File: src/rtl/timer_sequencer_pkg.sv
// rtl/timer_sequencer_pkg.sv - shared state encoding and reset defaults for the timer sequencer
package timer_pkg;

   typedef enum logic [1:0] {
      IDLE = 2'd0,
      RUN  = 2'd1,
      HOLD = 2'd2,
      DONE = 2'd3
   } tstate_e;

   // Wide enough for any supported WIDTH/PRESC_W; users slice the low bits.
   localparam logic [31:0] LIMIT_RST = 32'hFFFF_FFFF;
   localparam logic [31:0] PRESC_RST = 32'h0000_0000;

endpackage

File: src/rtl/timer_sequencer_if.sv
// rtl/timer_sequencer_if.sv - control/config/status bundle between CPU-side registers and the timer
interface timer_sequencer_if #(
   parameter int WIDTH   = 8,
   parameter int PRESC_W = 4
);
   import timer_pkg::*;

   logic               cfg_we;
   logic [WIDTH-1:0]   cfg_limit;
   logic [PRESC_W-1:0] cfg_presc;
   logic               cfg_periodic;
   logic               start;
   logic               pause;
   logic               stop;
   logic [WIDTH-1:0]   count;
   logic               expire;
   logic               busy;
   tstate_e            state;

   modport master (
      output cfg_we, cfg_limit, cfg_presc, cfg_periodic, start, pause, stop,
      input  count, expire, busy, state
   );

   modport slave (
      input  cfg_we, cfg_limit, cfg_presc, cfg_periodic, start, pause, stop,
      output count, expire, busy, state
   );

endinterface

File: src/rtl/timer_sequencer_tick_counter.sv
// rtl/timer_sequencer_tick_counter.sv - count register with clear, enable, terminal compare and wrap
module tick_counter #(
   parameter int WIDTH = 8
) (
   input  logic             clk,
   input  logic             reset,
   input  logic             clear,
   input  logic             enable,
   input  logic [WIDTH-1:0] limit,
   output logic [WIDTH-1:0] count,
   output logic             at_limit
);

   // Plain unsigned increment: rolls over at 2^WIDTH.
   always_ff @(posedge clk or posedge reset) begin
      if (reset)
         count <= '0;
      else if (clear)
         count <= '0;
      else if (enable)
         count <= count + 1'b1;
   end

   assign at_limit = (count == limit);

endmodule

File: src/rtl/timer_sequencer.sv
// rtl/timer_sequencer.sv - programmable timer: prescaler, run/hold/done FSM and expiry pulse
module timer_sequencer
   import timer_pkg::*;
#(
   parameter int WIDTH   = 8,
   parameter int PRESC_W = 4
) (
   input logic               clk,
   input logic               reset,
   timer_sequencer_if.slave  bus
);

   tstate_e            state_r;
   logic [PRESC_W-1:0] pcnt;
   logic [PRESC_W-1:0] presc_r;
   logic [WIDTH-1:0]   limit_r;
   logic               periodic_r;
   logic               expire_r;
   logic               busy_r;

   logic [WIDTH-1:0]   count_w;
   logic               at_limit;
   logic               cfg_ok;
   logic               launch;
   logic               tick;
   logic               terminal;
   logic               cnt_clear;
   logic               cnt_en;

   // stop > pause > start; a tick only exists in an uninterrupted RUN cycle,
   // so a coinciding stop or pause drops the tick (and any expiry) entirely.
   always_comb begin
      cfg_ok    = (state_r == IDLE) || (state_r == DONE);
      launch    = cfg_ok && bus.start && !bus.stop && !bus.pause;
      tick      = (state_r == RUN) && !bus.stop && !bus.pause && (pcnt == presc_r);
      terminal  = tick && at_limit;
      cnt_clear = bus.stop || launch || (terminal && periodic_r);
      cnt_en    = tick && !at_limit;
   end

   tick_counter #(
      .WIDTH (WIDTH)
   ) u_tick_counter (
      .clk      (clk),
      .reset    (reset),
      .clear    (cnt_clear),
      .enable   (cnt_en),
      .limit    (limit_r),
      .count    (count_w),
      .at_limit (at_limit)
   );

   always_ff @(posedge clk or posedge reset) begin
      if (reset) begin
         state_r    <= IDLE;
         pcnt       <= '0;
         expire_r   <= 1'b0;
         busy_r     <= 1'b0;
         limit_r    <= LIMIT_RST[WIDTH-1:0];
         presc_r    <= PRESC_RST[PRESC_W-1:0];
         periodic_r <= 1'b0;
      end else begin
         expire_r <= 1'b0;

         // Config latched alongside a launch is what the new run sees.
         if (cfg_ok && bus.cfg_we) begin
            limit_r    <= bus.cfg_limit;
            presc_r    <= bus.cfg_presc;
            periodic_r <= bus.cfg_periodic;
         end

         case (state_r)
            IDLE, DONE: begin
               if (bus.stop) begin
                  state_r <= IDLE;
                  busy_r  <= 1'b0;
               end else if (launch) begin
                  state_r <= RUN;
                  pcnt    <= '0;
                  busy_r  <= 1'b1;
               end
            end
            RUN: begin
               if (bus.stop) begin
                  state_r <= IDLE;
                  pcnt    <= '0;
                  busy_r  <= 1'b0;
               end else if (bus.pause) begin
                  state_r <= HOLD;
               end else begin
                  pcnt <= tick ? '0 : pcnt + 1'b1;
                  if (terminal) begin
                     expire_r <= 1'b1;
                     if (!periodic_r) begin
                        state_r <= DONE;
                        busy_r  <= 1'b0;
                     end
                  end
               end
            end
            HOLD: begin
               if (bus.stop) begin
                  state_r <= IDLE;
                  pcnt    <= '0;
                  busy_r  <= 1'b0;
               end else if (!bus.pause && bus.start) begin
                  state_r <= RUN;
               end
            end
         endcase
      end
   end

   assign bus.count  = count_w;
   assign bus.expire = expire_r;
   assign bus.busy   = busy_r;
   assign bus.state  = state_r;

endmodule

File: src/flat_wrapper.sv
// flat-port wrapper written by rule: the top's interface ports become plain ports
module timer_sequencer_flat import timer_pkg::*;
#(
   parameter int WIDTH   = 8,
   parameter int PRESC_W = 4
)
  (clk, reset, bus_cfg_we, bus_cfg_limit, bus_cfg_presc, bus_cfg_periodic, bus_start, bus_pause, bus_stop, bus_count, bus_expire, bus_busy, bus_state);
  timer_sequencer_if #(.WIDTH(WIDTH), .PRESC_W(PRESC_W)) bus_i ();
  input logic clk;
  input logic reset;
  input wire logic [$bits(bus_i.cfg_we)-1:0] bus_cfg_we;
  input wire logic [$bits(bus_i.cfg_limit)-1:0] bus_cfg_limit;
  input wire logic [$bits(bus_i.cfg_presc)-1:0] bus_cfg_presc;
  input wire logic [$bits(bus_i.cfg_periodic)-1:0] bus_cfg_periodic;
  input wire logic [$bits(bus_i.start)-1:0] bus_start;
  input wire logic [$bits(bus_i.pause)-1:0] bus_pause;
  input wire logic [$bits(bus_i.stop)-1:0] bus_stop;
  output wire logic [$bits(bus_i.count)-1:0] bus_count;
  output wire logic [$bits(bus_i.expire)-1:0] bus_expire;
  output wire logic [$bits(bus_i.busy)-1:0] bus_busy;
  output wire logic [$bits(bus_i.state)-1:0] bus_state;
  assign bus_i.cfg_we = bus_cfg_we;
  assign bus_i.cfg_limit = bus_cfg_limit;
  assign bus_i.cfg_presc = bus_cfg_presc;
  assign bus_i.cfg_periodic = bus_cfg_periodic;
  assign bus_i.start = bus_start;
  assign bus_i.pause = bus_pause;
  assign bus_i.stop = bus_stop;
  assign bus_count = bus_i.count;
  assign bus_expire = bus_i.expire;
  assign bus_busy = bus_i.busy;
  assign bus_state = bus_i.state;
  timer_sequencer #(.WIDTH(WIDTH), .PRESC_W(PRESC_W)) u_core (.clk(clk), .reset(reset), .bus(bus_i));
endmodule
File: config.mk
export PLATFORM = sky130hd
export DESIGN_NAME = timer_sequencer_flat
export DESIGN_NICKNAME = d
export VERILOG_FILES = /design/src/rtl/timer_sequencer_pkg.sv /design/src/rtl/timer_sequencer_if.sv /design/src/rtl/timer_sequencer_tick_counter.sv /design/src/rtl/timer_sequencer.sv /design/src/flat_wrapper.sv
export SDC_FILE = /design/constraint.sdc
export NUM_CORES = 1
export LEC_CHECK = 0
export CAP_MARGIN = 20
export CORE_MARGIN = 1.5
export CORE_UTILIZATION = 28
export DETAILED_ROUTE_END_ITERATION = 12
export GPL_TIMING_DRIVEN = 0
export PLACE_DENSITY = 0.57
export SETUP_SLACK_MARGIN = 0.3
export SLEW_MARGIN = 40
export SYNTH_ARGS = -nofsm -noshare
export SYNTH_HDL_FRONTEND = slang
export SYNTH_HIERARCHICAL = 1
export SYNTH_SLANG_ARGS = --single-unit
File: constraint.sdc
create_clock -name clk -period 2.1 [get_ports clk]
set_clock_uncertainty 0.2 [all_clocks]
set_input_delay 0.525 -clock clk [delete_from_list [all_inputs] [get_ports clk]]
set_output_delay 0.525 -clock clk [all_outputs]
set_load 0.01 [all_outputs]
Yosys cells after proc, flatten, opt, wreduce, memory -nomap -nowiden
Index checks and enable logic that the tools add are counted.
{"block": "totals", "register_bits": 29, "input_bits": 19, "out_inout_bits": 12, "wordCells": 78}
{"block": "op_classes", "add_sub_neg": 2, "n_eq_ne": 15, "mux": 30, "reduce_logical": 23}
{"cell": "$mux W4", "count": 6}
{"cell": "$mux W2", "count": 8}
{"cell": "$mux W8", "count": 2}
{"cell": "$pmux W4 S3", "count": 1}
{"cell": "$logic_and A1 B1 Y1", "count": 11}
{"cell": "$mux W1", "count": 11}
{"cell": "$ne A3 B2 Y1 const B", "count": 3}
{"cell": "$add A8 B1 Y8 const B", "count": 1}
{"cell": "$eq A8 B8 Y1", "count": 1}
{"cell": "$reduce_and A4 Y1", "count": 2}
{"cell": "$ne A3 B3 Y1 const B", "count": 2}
{"cell": "$pmux W2 S3", "count": 1}
{"cell": "$reduce_and A5 Y1", "count": 1}
{"cell": "$add A4 B1 Y4 const B", "count": 1}
{"cell": "$eq A2 B2 Y1 const B", "count": 2}
{"cell": "$eq A4 B4 Y1", "count": 1}
{"cell": "$ne A2 B2 Y1 const B", "count": 2}
{"cell": "$ne A4 B3 Y1 const B", "count": 1}
{"cell": "$ne A4 B4 Y1 const B", "count": 1}
{"cell": "$logic_not A1 Y1", "count": 3}
{"cell": "$logic_or A1 B1 Y1", "count": 3}
{"cell": "$pmux W1 S3", "count": 1}
{"cell": "$eq A2 B1 Y1 const B", "count": 1}
{"cell": "$logic_not A2 Y1", "count": 1}
{"cell": "3 further kinds", "count": 3}

Longest topological paths before layout
Gate-level depths: netlist (run 1).
{"block": "depth", "word_depth": 9, "mapped_depth": 10, "ltp_nobuf": 8}

Hierarchy
Netlist (run 1), hierarchy kept.
{"mod": "timer_sequencer", "n_inst": 1, "cells_each": 91, "area_each_um2": 1083.5, "seq_area_each_um2": 535.5}
{"mod": "tick_counter", "n_inst": 1, "cells_each": 50, "area_each_um2": 478.0, "seq_area_each_um2": 200.2}

Worst setup path after synthesis (run 1)
Ideal clock, no wire load.
{"block": "synth_timing", "path_type": "reg2reg", "start": "register u_core.pcnt[1]", "end": "register u_core.u_tick_counter.count[5]", "setup_ns": 0.077, "arrival_ns": 2.016, "t_required_ns": 1.823, "path_slack_ns": -0.194, "path_stages_with_launch": 10, "path_buffers": 1, "synth_period_minus_slack_ns": 2.294, "path_cell_list": "dfrtp_1 > xor2_1 > nor4_2 > and2b_2 > nand4_1 > nand2_1 > buf_4 > o2111ai_2 > or3_1 > a21oi_1"}
{"block": "synth_between", "elab_chain_cells": 6, "elab_cells_between_ends": 8, "cone_classes": "1 x eq/ne; 1 x mux; 6 x reduce/logical"}
{"item": "start, declared", "line": "timer_sequencer.sv:14", "text": "logic [PRESC_W-1:0] pcnt;"}
{"item": "start signal, assigned", "line": "timer_sequencer.sv:91", "text": "pcnt <= tick ? '0 : pcnt + 1'b1;"}
{"item": "$eq A4 B4 Y1 *", "line": "timer_sequencer.sv:35", "text": "tick = (state_r == RUN) && !bus.stop && !bus.pause && (pcnt == presc_r);"}
{"item": "$logic_and A1 B1 Y1 *", "line": "timer_sequencer.sv:35"}
{"item": "$logic_and A1 B1 Y1 *", "line": "timer_sequencer.sv:36", "text": "terminal = tick && at_limit;"}
{"item": "$logic_and A1 B1 Y1 *", "line": "timer_sequencer.sv:37", "text": "cnt_clear = bus.stop || launch || (terminal && periodic_r);"}
{"item": "$logic_or A1 B1 Y1 *", "line": "timer_sequencer.sv:37"}
{"item": "net u_core.cnt_clear", "line": "timer_sequencer.sv:27", "text": "logic cnt_clear;"}
{"item": "$mux W8 or $reduce_bool A2 Y1 (tied branches)"}
{"item": "end signal, assigned", "line": "timer_sequencer_tick_counter.sv:21", "text": "count <= count + 1'b1;"}
{"item": "end, declared", "line": "timer_sequencer_tick_counter.sv:10", "text": "output logic [WIDTH-1:0] count,"}
Mark *: on every way through the listed nets, which the timed path passes. The rest lies on a longest branch.
A chain may end at the register's enable or synchronous reset.

Worst setup path after layout (run 1)
{"block": "layout_timing", "start": "register u_core.pcnt[2]", "end": "register u_core.u_tick_counter.count[5]"}
{"block": "layout_between", "elab_cells_between_ends": 8, "cone_classes": "1 x eq/ne; 1 x mux; 6 x reduce/logical"}
{"item": "$eq A4 B4 Y1", "line": "timer_sequencer.sv:35"}
{"item": "$logic_and A1 B1 Y1", "line": "timer_sequencer.sv:35"}
{"item": "$logic_and A1 B1 Y1", "line": "timer_sequencer.sv:38", "text": "cnt_en = tick && !at_limit;"}
{"item": "net u_core.cnt_en", "line": "timer_sequencer.sv:28", "text": "logic cnt_en;"}
{"item": "$reduce_bool A2 Y1 (no line)"}
The timed path passes the listed nets, and every way through them passes these cells.

==> results of run 1 <==
## layer usage
| metal | share of wire | vias to the layer above |
|---|---|---|
| li1 | - | 637 |
| met1 | 0.47 | 623 |
| met2 | 0.47 | 31 |
| met3 | 0.041 | 6 |
| met4 | 0.020 | 0 |
| met5 | 0 | - |
## area by class of cell
| cell class | instances | area (µm²) | area share |
|---|---|---|---|
| buffer | 4 | 38.8 | 0.0159 |
| clock buffer | 8 | 90.1 | 0.0369 |
| timing repair buffer | 62 | 587 | 0.240 |
| inverter | 6 | 25.0 | 0.0102 |
| multi-input combinational | 102 | 870 | 0.356 |
| sequential | 29 | 742 | 0.304 |
| tap | 72 | 90.1 | 0.0369 |
## logic make-up after synthesis
kind of cell	share of synthesized area
AO/OA/AOI/OAI	0.105
XOR/XNOR	0.0897
adder cells (fa/ha/maj)	0.0321
buffers and inverters	0.0288
flip-flops	0.471
multiplexers	0.113
AND/OR/NAND/NOR	0.160
## where the power goes
| group | internal, mW | total (mW) | switching, mW |
|---|---|---|---|
| logic | 0.320 | 0.552 | 0.231 |
| registers | 0.686 | 0.753 | 0.0670 |
| clock network | 0.267 | 0.475 | 0.208 |
| total | 1.27 | 1.78 | 0.506 |
## cells in the mapped netlist (all sizes together), types with 2 or more instances
cell type / number / area share
dfrtp: 21 / 0.34
buf: 3 / 0.011
xnor2: 9 / 0.050
or3: 4 / 0.016
mux2: 13 / 0.094
a21oi: 5 / 0.016
nor3: 2 / 0.0064
nor2: 12 / 0.029
nor2b: 3 / 0.014
ha: 4 / 0.032
a22o: 2 / 0.013
nand2: 6 / 0.014
dfstp: 8 / 0.13
nand3b: 2 / 0.0096
a31oi: 2 / 0.0080
o21ai: 7 / 0.025
inv: 6 / 0.014
nand3: 3 / 0.0096
and2b: 2 / 0.010
xor2: 7 / 0.039
mux2i: 3 / 0.019
nand4: 5 / 0.020
## sequential cells by signal, indices dropped and copies added, names as in the netlist
signal                       flops
u_core/bus.expire                1
u_core/pcnt                      4
u_core/presc_r                   4
u_core/limit_r                   8
u_core/u_tick_counter/count      8
u_core/bus.state                 2
u_core/bus.busy                  1
u_core/periodic_r                1
## repair_timing
action / in CTS / in global routing
endpoints found under the setup margin: 37 / 29
gates cloned: 0 / 0
buffers inserted: 18 / 14
gates resized for setup: 37 / 32
pin swaps: 5 / 7
## path summary, 6_finish.rpt
kind / startpoint / end / slack (ns)
max in group asynchronous: reset / u_core/limit_r[3] / 0.98
max reg2reg: u_core/pcnt[2] / u_core/u_tick_counter/count[5] / -0.25
max: u_core/pcnt[2] / u_core/u_tick_counter/count[5] / -0.25
min in group asynchronous: reset / u_core/u_tick_counter/count[1] / 0.36
min: u_core/presc_r[3] / u_core/presc_r[3] / 0.33
min reg2reg: u_core/presc_r[3] / u_core/presc_r[3] / 0.33
## worst max-delay path, stage by stage (launching register included)
cell and delay (ns):
dfrtp_1 0.43, xor2_1 0.17, nor4_2 0.33, and2b_2 0.23
nand2_1 0.05, nor2_1 0.08, buf_4 0.15, o2111ai_4 0.16
or3_4 0.35, a21oi_2 0.11
==> flow_summary.json, run 1 <==
{
  "status": "complete, but fails checks",
  "violations": "negative setup slack",
  "nets": 233,
  "pin_count": 31,
  "final_cell_mix": "buf_6 (19), buf_4 (19), clkdlybuf4s50_1 (17), dfrtp_1 (16), mux2_2 (13)",
  "cap_violations": 0,
  "layout-drive-gt1-share": 0.469,
  "dpl.cell_count": 243,
  "placed_cell_area_mm2": 0.00198,
  "avgSynthCellArea_um2": 11.1,
  "core-area_mm2": 0.00544,
  "path_clk_slew_ns": 0.07,
  "worstMarginPinSlew_ns": 0.450,
  "dr_total_vias": 1297,
  "setup_violations": 11,
  "r2r_cells": 9,
  "antenna_found_initial": 0,
  "drc_errors": 0,
  "grtUsageTotal": 0.133,
  "crit_path_start_kind": "flop",
  "antenna_cells": 0,
  "crit_arrival_ns": 2.36,
  "irDropWorstVdd_uv": 439,
  "cts.sinks": 29,
  "setup-tns-final_ns": -1.96,
  "area_growth_pct": 56.4,
  "firstDrtPassIters": 4,
  "stdcell_area_mm2": 0.00244,
  "use_met3": 0.0400,
  "rows": 27,
  "viasPerCell": 4.58,
  "wire_per_inst_um": 13.1,
  "fin_util": 0.449,
  "synth_seq_cells": 29,
  "numCtsBuffers": 5,
  "finalWorstSetupSlack_ns": -0.250,
  "grt_pass1_wl_um": 6200,
  "ys_warn_count": 6,
  "root_buffer": "clkbuf_8",
  "place_ws_ns": -0.622,
  "synth-main-ff-cell": "dfrtp_1",
  "synth_edf_count": 0,
  "grt_pass1_vias": 1277,
  "grt_max_degree": 22,
  "grtUsageMet1": 0.175,
  "grt-ovfl-total": 0,
  "top_usage_layer": "met2",
  "period_needed_ns": 2.35,
  "cts_tree": "yes",
  "initial_core_util": 0.287,
  "relSlewSlack": 0.700,
  "dp_hpwl_um": 2330,
  "synth_cell_types": 38,
  "required_ns": 2.11,
  "power_density_mw_per_mm2": 728,
  "max_freq_ghz": 0.426,
  "met2_usage": 0.198,
  "die_width_um": 77.7,
  "seq_area_frac_synth": 0.471,
  "worstHoldPathCells": 1,
  "postRouteWirelength_um": 3700,
  "die_area_mm2": 0.00603,
  "period_share": 1.12,
  "syn_nets": 164,
  "crit_fanout": 5,
  "total_power_mw": 1.78,
  "drt_iter0_drc": 45,
  "finalHoldViolCount": 0,
  "final_cells": 283,
  "end_kind": "flop",
  "portBuffers": 30,
  "async_flop_share": 1.00,
  "slew_violations": 0,
  "die_h_um": 77.7,
  "cts_max_path_buffers": 2,
  "worstSkewPairLatency_ns": 0.28,
  "critPathKind": "flop to flop",
  "ant_nets": 0,
  "gp_congestion": 0.692,
  "syn-cell-area_mm2": 0.00156,
  "htree_levels": 2,
  "hold_slack_ns": 0.326,
  "syn_inst": 141,
  "hold_path.class": "flop to flop",
  "fillers": 531,
  "leakage_nw": 1.08,
  "rsz0062_at_grt": "true",
  "postCtsHoldBufs": 0
}
(Power assumes the default switching activity.)
==> run 2: changes to the inputs <==
RECOVER_POWER = 25   (was unset)
==> run 2 against run 1 <==
The flow still finishes with violations (negative setup slack). Final cell count stayed put. Non-clock buffer count did not move. Via count increased by 0.31%. Power hardly changed. Maximum frequency up 0.11%. Routed wire length fell by 0.11%. Register-to-register slack is essentially flat. Die area unchanged. Critical path depth unchanged. Sequential power about the same. Largest power group unchanged.
==> flow_summary.json, run 2 (same netlist as run 1, synthesis figures left out) <==
{
  "p_comb_frac": 0.310,
  "crit_arrival_ns": 2.36,
  "power_switching_mw": 0.506,
  "initial_core_util": 0.287,
  "viasPerCell": 4.60,
  "violations": "negative setup slack",
  "leakage_nw": 1.08,
  "numCtsBuffers": 5,
  "core-area_mm2": 0.00544,
  "grt_pass1_vias": 1277,
  "internal_power_mw": 1.27,
  "dr_total_vias": 1301,
  "place_ws_ns": -0.622,
  "irDropWorstVdd_uv": 435,
  "final_cell_mix": "buf_6 (19), buf_4 (19), clkdlybuf4s50_1 (16), dfrtp_1 (16), mux2_2 (13)",
  "r2r-end": "u_core/u_tick_counter/count[5]",
  "hold_path.class": "flop to flop",
  "drt_iter0_drc": 45,
  "reg_top3": "u_core/limit_r (8), u_core/u_tick_counter/count (8)",
  "gp_congestion": 0.692,
  "cts_max_path_buffers": 2,
  "firstDrtPassIters": 4,
  "finalHoldViolCount": 0,
  "path_clk_slew_ns": 0.07,
  "period_share": 1.12,
  "layout-drive-gt1-share": 0.464,
  "power_density_mw_per_mm2": 728,
  "worstSkewPairLatency_ns": 0.28,
  "grt_max_degree": 22,
  "dp_hpwl_um": 2330,
  "end_kind": "flop",
  "relSlewSlack": 0.488,
  "crit_fanout": 5,
  "period_needed_ns": 2.35,
  "crit_path_start_kind": "flop",
  "required_ns": 2.11,
  "grtUsageTotal": 0.133,
  "cp-startpoint": "u_core/pcnt[2]",
  "timing.rr.start": "u_core/pcnt[2]",
  "placed_cell_area_mm2": 0.00198,
  "p_seq_frac": 0.423,
  "root_buffer": "clkbuf_8",
  "ant_nets": 0,
  "wire_per_inst_um": 13.1,
  "area_growth_pct": 56.4,
  "slew_violations": 0,
  "finalWorstSetupSlack_ns": -0.247,
  "rsz0062_at_grt": "true",
  "rows": 27,
  "die_h_um": 77.7,
  "postRouteWirelength_um": 3700,
  "r2r_slack_ns": -0.25,
  "worstMarginPinSlew_ns": 0.767,
  "grt-ovfl-total": 0,
  "cap_violations": 0,
  "grt_pass1_wl_um": 6200,
  "cts_tree": "yes",
  "max_freq_ghz": 0.426,
  "cts.sinks": 29,
  "switching_share": 0.285,
  "power_frac_clock": 0.267,
  "die_width_um": 77.7,
  "antenna_found_initial": 0,
  "setup_violations": 11,
  "nets": 233,
  "r2r_cells": 9,
  "portBuffers": 30,
  "antenna_cells": 0,
  "critPathKind": "flop to flop",
  "pin_count": 31,
  "drc_errors": 0,
  "htree_levels": 2,
  "crit_end": "u_core/u_tick_counter/count[5]",
  "die_area_mm2": 0.00603,
  "status": "complete, but fails checks",
  "stdcell_area_mm2": 0.00244
}
-- run 2: cell type report --
cell class                      count  area, µm²
Tap cell                           72       90.1
Fill cell                         531       3000
Sequential cell                    29        742
Inverter                            6       25.0
Clock buffer                        8       90.1
Buffer                              4       38.8
Timing Repair Buffer               62        587
Multi-Input combinational cell    102        870
-- run 2: critical path, stage by stage, from the launching register on --
cell       delay, ns
dfrtp_1         0.43
xor2_1          0.17
nor4_2          0.33
and2b_2         0.23
nand4_1         0.09
nand2_1         0.10
buf_6           0.11
o2111ai_4       0.13
or3_4           0.35
a21oi_2         0.11
-- run 2: power by group through the flow --
stage / logic (mW) / clock network [mW] / registers, mW
5_1_grt: 0.598 / 0.523 / 0.767
2_1_floorplan: 0.314 / 0 / 0.754
4_1_cts: 0.510 / 0.492 / 0.754
6_report: 0.551 / 0.475 / 0.753
3_3_place_gp: 0.423 / 0 / 0.765
3_5_place_dp: 0.428 / 0 / 0.767
-- run 2: metrics by stage --
| stage | hold WS [ns] | total power, mW | util | cells | setup TNS [ns] |
|---|---|---|---|---|---|
| after global routing | 0.350 | 1.89 | 0.449 | 283 | -3.09 |
| after detailed placement | 0.320 | 1.20 | 0.364 | 243 | -4.51 |
| after floorplan | 0.141 | 1.07 | - | 141 | -0.168 |
| after global placement | 0.310 | 1.19 | 0.364 | 243 | -4.87 |
| after CTS | 0.333 | 1.76 | 0.415 | 269 | -1.49 |
| final | 0.325 | 1.78 | 0.449 | 283 | -1.95 |
-- run 2: repair_timing --
| action | in CTS | in global routing |
|---|---|---|
| setup endpoints to repair | 37 | 29 |
| pin swaps | 5 | 7 |
| buffers inserted | 18 | 14 |
| gates resized for setup | 37 | 32 |
| hold buffers | 0 | 0 |
-- run 2: worst min-delay path by stage --
stage / startpoint / to / slack (ns) / cells after the start
2_1_floorplan: reset / u_core/u_tick_counter/count[0] / 0.14 / 1
3_3_place_gp: u_core/presc_r[3] / u_core/presc_r[3] / 0.31 / 1
3_5_place_dp: u_core/presc_r[3] / u_core/presc_r[3] / 0.32 / 1
5_1_grt: u_core/presc_r[1] / u_core/presc_r[1] / 0.35 / 1
4_1_cts: reset / u_core/u_tick_counter/count[6] / 0.33 / 2
6_report: u_core/presc_r[3] / u_core/presc_r[3] / 0.33 / 1
-- run 2: per-layer routing --
metal  GRT usage  part of all wire
met1       0.175              0.47
met2       0.198              0.47
met3      0.0400             0.041
met4      0.0582             0.020
met5           0                 0
